## src/rtl/fetch_unit.sv

```systemverilog
// Instruction-fetch stage: owns the PC, issues imem requests, loads IF/ID, stops on HLT.
// Optional FETCH_PERF_EN macro adds saturating fetched/bubble performance counters.
module fetch_unit #(
    parameter int              N        = 64,
    parameter logic [N-1:0]    RESET_PC = '0,
    parameter int              INSTR_W  = 32
) (
    input  logic               clk,
    input  logic               reset,
    input  logic               stall_i,
    input  logic               redirect_i,
    input  logic [N-1:0]       redirect_pc_i,
    output logic               imem_req_o,
    output logic [N-1:0]       imem_addr_o,
    input  logic               imem_ready_i,
    input  logic [INSTR_W-1:0] imem_data_i,
    output logic               ifid_valid_o,
    output logic [N-1:0]       ifid_pc_o,
    output logic [INSTR_W-1:0] ifid_instr_o,
`ifdef FETCH_PERF_EN
    output logic [31:0]        perf_fetched_o,
    output logic [31:0]        perf_bubble_o,
`endif
    output logic               halted_o
);

    typedef enum logic [1:0] {
        BOOT,
        RUN,
        HALTED
    } state_t;

    state_t         state;
    state_t         next_state;
    logic [N-1:0]   pc;
    logic [N-1:0]   redirect_target;
    logic           accept;
    logic           is_hlt;
    logic           unused_redirect_lsbs;

    assign redirect_target      = {redirect_pc_i[N-1:2], 2'b00};
    assign unused_redirect_lsbs = ^redirect_pc_i[1:0];
    assign accept               = imem_req_o && imem_ready_i;
    // HLT #imm16: only the opcode bits and the low fixed field are significant.
    assign is_hlt = (imem_data_i & INSTR_W'(32'hFFE0001F)) == INSTR_W'(32'hD4400000);
    assign imem_addr_o = pc;

    always_ff @(posedge clk) begin
        if (reset) begin
            state <= BOOT;
        end else begin
            state <= next_state;
        end
    end

    always_comb begin
        next_state = state;
        case (state)
            BOOT:    next_state = RUN;
            RUN:     if (accept && is_hlt) next_state = HALTED;
            HALTED:  if (redirect_i) next_state = RUN;
            default: next_state = BOOT;
        endcase
    end

    always_comb begin
        imem_req_o = (state == RUN) && !stall_i && !redirect_i;
        halted_o   = (state == HALTED);
    end

    // Redirect beats stall beats fetch; an unaccepted, unstalled cycle drains IF/ID.
    always_ff @(posedge clk) begin
        if (reset) begin
            pc           <= RESET_PC;
            ifid_valid_o <= 1'b0;
            ifid_pc_o    <= '0;
            ifid_instr_o <= '0;
        end else if (redirect_i) begin
            pc           <= redirect_target;
            ifid_valid_o <= 1'b0;
        end else if (accept) begin
            pc           <= pc + N'(4);
            ifid_valid_o <= 1'b1;
            ifid_pc_o    <= pc;
            ifid_instr_o <= imem_data_i;
        end else if (!stall_i) begin
            ifid_valid_o <= 1'b0;
        end
    end

`ifdef FETCH_PERF_EN
    always_ff @(posedge clk) begin
        if (reset) begin
            perf_fetched_o <= '0;
            perf_bubble_o  <= '0;
        end else begin
            if (accept && perf_fetched_o != 32'hFFFFFFFF) begin
                perf_fetched_o <= perf_fetched_o + 32'd1;
            end
            if (imem_req_o && !imem_ready_i && perf_bubble_o != 32'hFFFFFFFF) begin
                perf_bubble_o <= perf_bubble_o + 32'd1;
            end
        end
    end
`endif

endmodule

```

## config.mk

```make
export PLATFORM = sky130hd
export DESIGN_NAME = fetch_unit
export DESIGN_NICKNAME = d
export VERILOG_FILES = /design/src/rtl/fetch_unit.sv
export SDC_FILE = /design/constraint.sdc
export NUM_CORES = 1
export LEC_CHECK = 0
export ABC_AREA = 1
export CORE_ASPECT_RATIO = 1.25
export CORE_UTILIZATION = 40
export CTS_CLUSTER_SIZE = 24
export DETAILED_ROUTE_END_ITERATION = 16
export PLACE_DENSITY = 0.72
export RECOVER_POWER = 100
export SETUP_SLACK_MARGIN = 0.3
export SYNTH_ARGS = -nofsm -noshare
export SYNTH_HDL_FRONTEND = slang
export SYNTH_SLANG_ARGS = --single-unit
```

## constraint.sdc

```tcl
create_clock -name clk -period 2.44 [get_ports clk]
set_input_delay 0.488 -clock clk [delete_from_list [all_inputs] [get_ports clk]]
set_output_delay 0.488 -clock clk [all_outputs]
set_load 0.01 [all_outputs]
```

## Word-level counts from Yosys, hierarchy flattened

Cells that the tools add are included.

| storage, ports and cells | value |
|---|---|
| register bits | 163 |
| bits of input ports | 101 |
| output and inout port bits | 163 |
| logic and storage cells | 32 |

| operators by class | value |
|---|---|
| add/sub/neg operators | 1 |
| eq/ne operators | 6 |
| multiplexer cells | 7 |
| bitwise gates (word level) | 1 |
| reduce and logical (&&, ||, !) cells | 11 |

Operators with widths:

| operator | count |
|---|---|
| 64-bit 2-to-1 mux | 2 |
| 64-bit by 3-bit adder with 64-bit output, second input constant | 1 |
| 16-bit equality test, second input constant | 1 |
| 2-bit one-hot mux with 3 select lines | 1 |
| 1-bit logical AND | 4 |
| 2-bit 2-to-1 mux | 2 |
| 2-bit inequality test, second input constant | 2 |
| 2-bit AND reduction | 2 |
| 2-bit by 1-bit equality test with 1-bit output, second input constant | 1 |
| 2-bit equality test, second input constant | 1 |
| 1-bit logical NOT | 2 |
| 2-bit logical NOT | 1 |
| 1-bit 2-to-1 mux | 2 |
| 2-bit by 1-bit inequality test with 1-bit output, second input constant | 1 |
| 2-bit nonzero test | 1 |
| 2-bit OR reduction | 1 |
| 1-bit NOT | 1 |

## Logic depth before layout (Yosys ltp)

| depth | value |
|---|---|
| depth in word-level cells | 7 |
| depth in mapped cells | 12 |
| depth with buffers taken out | 12 |

## Worst setup path after synthesis

Ideal clock, no wire load.

| timing | value |
|---|---|
| path type | input to output |
| start | in redirect_i |
| end | out imem_req_o |
| arrival time | 1.284 ns |
| data required time | 1.952 ns |
| slack | 0.668 ns |
| cell stages on the path | 3 |
| buffers on the path | 2 |
| path through | buf_2 > buf_1 > nor4_1 |

| on the way | value |
|---|---|
| cells in the longest elaborated chain, start to end | 2 |

Ends and longest elaborated chain:

| what | RTL line | RTL |
|---|---|---|
| from (decl) | 11 | `input logic redirect_i,` |
| 1-bit logical NOT | 67 | `imem_req_o = (state == RUN) && !stall_i && !redirect_i;` |
| 1-bit logical AND | 67 |  |
| to (decl) | 13 | `output logic imem_req_o,` |

Every way passes these cells.

## Final worst setup path

| timing | value |
|---|---|
| start | reg pc[48] (netlist: imem_addr_o[48]) |
| end | out imem_addr_o[48] |

RTL lines:

| what | RTL line | RTL |
|---|---|---|
| from (decl) | 35 | `logic [N-1:0] pc;` |
| from (signal assigned) | 79 | `pc <= redirect_target;` |
| from (signal assigned) | 82 | `pc <= pc + N'(4);` |
| to (decl) | 14 | `output logic [N-1:0] imem_addr_o,` |

No word-level cell between the ends.

==> flow_summary.ini <==
[yosys]
synthMuxAreaShare_pct = 0
synthDistinctLibCells = 47
yosysWarnings = 0
synth_xor_area_share_pct = 1.44
seq_area_frac_synth_pct = 37.3
synth_area_sq_um = 8530
synth_area_per_cell_sq_um = 6.44
synth_top_family_by_area = simple AND/OR/NAND/NOR gates
synth_cells = 1324
synth.area.top_cells = dfxtp_1 (37%), nand2_1 (18%), inv_1 (7.2%), nor2_1 (6.6%), a21oi_1 (5.3%)
netlist.top_cell.by_area = dfxtp_1
synthAdderAreaFrac_pct = 0.147
synth_flop_cell = dfxtp_1
async_flop_share_pct = 0
synth_top_area_share_pct = 37.3
synth_compound_area_share_pct = 12.4
synth-simple-area-share_pct = 37.6
synth-edff-count = 0
synth.ff_latch_count = 159

[critical_path]
slowest_delay_ps = 660
endpoint_kind = output port
required_ps = 1950
critPathBufInv = 1
slowest_stage = dlygate4sd3_1
crit_path_max_fanout = 6
path_class = reg -> out
crit_arrival_ps = 1630
cp-start-kind = flop
cp_cell_sequence = dlygate4sd3_1
cp_top_family = buffers and inverters

[floorplan]
start_util_pct = 40.8
fp-row-count = 59
dieHeight_um = 165
die-area_sq_um = 21900
io_pins = 264
die_w_um = 133
core_area_sq_um = 20900

[power_and_ir_drop]
power.leakage_nw = 5.30
power.density_nw_per_um2 = 514
ir_drop_mv = 0.469

[sta]
tightestPinTransition_ps = 708
clock_skew_ps = 11.2
post-route-period-util_pct = 86.9
period_needed_ps = 2120
hold_viol = 0
maxSlewHeadroom_pct = 52.8
max_freq_mhz = 472
setup_violations = 0
slew_viol_final = 0
rsz0062_at_grt = false
fin_setup_tns_ps = 0

[placement]
gp_congestion = 0.918
dp_hpwl_um = 22500
io_buffers = 257

[finish]
drive_above_1_share_pct = 8.68
synthToLayoutAreaGrowth_pct = 42.5
register_area_sq_um = 3180
post-route-util_pct = 58.2
diodes = 0
multi_input_area_sq_um = 4420
finalNetCount = 1691
fill_cells = 2029

[clock_network]
post_cts_buffers = 0
clockBufferDepth = 2
clkTransAtPathRegs_ps = 70
cts_root_buf = clkbuf_16
cts_made_buffers = 17
clock_latency_ps = 430
cts_tree = built
h-tree-depth = 4
clock-sinks = 159

[drt]
postRouteAntennaNets = 0
drt_wl_total_um = 30200
vias = 9360
viasPerCell = 4.99
detail_route.first_pass.iterations = 5
drc_errors = 0
drtIter0Drc = 591
detail_route.wl_per_cell_um = 16.1

[global_routing]
antenna_found_initial = 0
globalRouteTotalUtil_pct = 27.6
grt_overflow = 0
grt_max_degree = 120
grt_pass1_vias = 8907
grt_pass1_wl_um = 47300

[hold_path]
hp-class = reg -> reg

[status]
status = completed

[flow_run]
drv_cap = 0
## cell usage in the layout, fill, tap and decap left out, types with 3 or more instances in the layout
| cell type | synthesis | routed |
|---|---|---|
| nand2_1 | 418 | 419 |
| inv_1 | 163 | 163 |
| dfxtp_1 | 159 | 158 |
| dlygate4sd3_1 | 0 | 158 |
| nor2_1 | 149 | 150 |
| clkdlybuf4s50_1 | 0 | 95 |
| a21oi_1 | 91 | 91 |
| nand3_1 | 74 | 74 |
| o21ai_0 | 38 | 39 |
| buf_4 | 8 | 30 |
| a211oi_1 | 28 | 28 |
| nand4_1 | 21 | 21 |
| clkbuf_16 | 0 | 17 |
| nor2_2 | 15 | 14 |
| nor2_4 | 12 | 12 |
| clkbuf_4 | 0 | 11 |
| xor2_1 | 10 | 10 |
| nand2_2 | 10 | 9 |
| nand3b_1 | 7 | 7 |
| a31oi_1 | 7 | 7 |
| o21ai_1 | 7 | 6 |
| inv_2 | 6 | 5 |
| inv_6 | 0 | 5 |
| buf_12 | 0 | 5 |
| nor3_1 | 4 | 4 |
| or2_2 | 4 | 4 |
| xnor2_1 | 4 | 4 |
| conb_1 | 1 | 4 |
| inv_8 | 0 | 4 |
| nor4_1 | 3 | 3 |
| o211a_1 | 3 | 3 |
| nand2_4 | 3 | 3 |
| nor2_8 | 3 | 3 |
## final cells by class
type                            instances  share of cell area, %
Multi-Input combinational cell        935                   36.4
Sequential cell                       159                   26.2
Timing Repair Buffer                  305                   24.5
Inverter                              171                   5.29
Clock buffer                           18                   3.61
Tap cell                              274                   2.82
Clock inverter                         14                   1.19
## report_power, final
group	switching [W]	leakage, nW	internal [W]
clock network	0.00125	0.282	0.00139
registers	0.000113	1.30	0.00269
logic	0.000400	3.72	0.000400
## routing by layer
| layer | GRT usage (%) | share of wire, % | up-vias |
|---|---|---|---|
| li1 | - | - | 4715 |
| met1 | 31.9 | 41 | 4275 |
| met2 | 50.0 | 50 | 331 |
| met3 | 7.08 | 7.3 | 39 |
| met4 | 8.15 | 1.9 | 0 |
| met5 | 0 | 0 | - |
## worst reg2reg max path, delay by kind of cell, from the launching register on
family          cells  cell delay (ps)
simple gates        7              930
flops               1              430
buf+inv             2              250
fa+ha+maj           1              210
compound gates      1              140
## Yosys cell counts, types with 2 or more instances
master    count
o211ai_1      2
clkbuf_1     28
nand3_1      74
nand4_1      21
a211oi_1     28
a21boi_0      2
nor2_8        3
nor2_2       15
or2_2         4
dfxtp_1     159
nor2_4       12
nand2_1     418
o21ai_1       7
a21oi_1      91
inv_2         6
xor2_1       10
nor4_1        3
inv_1       163
xnor2_1       4
nand2_2      10
a31oi_1       7
nor3_1        4
nand3b_1      7
clkinv_1      2
nor2_1      149
nand2_4       3
buf_1         2
a22o_1        2
buf_2        23
o21ai_0      38
o211a_1       3
nand3_2       2
buf_4         8
## per-stage QoR
stage | power, W | instances | hold WS, ps | setup WS (ps) | instance area [sq um]
finish | 0.00624 | 1876 | 449 | 320 | 12200
global placement | 0.00369 | 1844 | 440 | 184 | 11600
detailed placement | 0.00369 | 1844 | 439 | 151 | 11600
CTS | 0.00633 | 1876 | 451 | 338 | 12200
floorplan | 0.00319 | 1327 | 481 | 668 | 8540
global route | 0.00649 | 1876 | 472 | 156 | 12200
## cell families after synthesis
kind of cell / Yosys count
other: 1
AO/OA/AOI/OAI: 186
AND/OR/NAND/NOR: 730
XOR/XNOR: 14
buffers and inverters: 233
adder cells (fa/ha/maj): 1
flip-flops: 159
## what timing repair did
| item | CTS | global route |
|---|---|---|
| endpoints found under the setup margin | 2 | 3 |
| gates resized for setup | 2 | 4 |
| hold buffers | 0 | 0 |
| cloned | 0 | 0 |
## sequential cells by signal (all words and copies together) (netlist names)
register      flops
imem_addr_o      62
ifid_valid_o      1
ifid_pc_o        62
state             2
ifid_instr_o     32
## final timing paths
| check | startpoint | end | slack [ps] | depth (start not counted) |
|---|---|---|---|---|
| worst max-delay path | imem_addr_o[48] | imem_addr_o[48] | 320 | 1 |
| worst min-delay path | ifid_pc_o[50] | ifid_pc_o[50] | 450 | 2 |
| worst max register to register | imem_addr_o[2] | imem_addr_o[62] | 390 | 11 |
| worst min register to register | ifid_pc_o[50] | ifid_pc_o[50] | 450 | 2 |
Note: power is estimated with default switching activity, not from simulation.
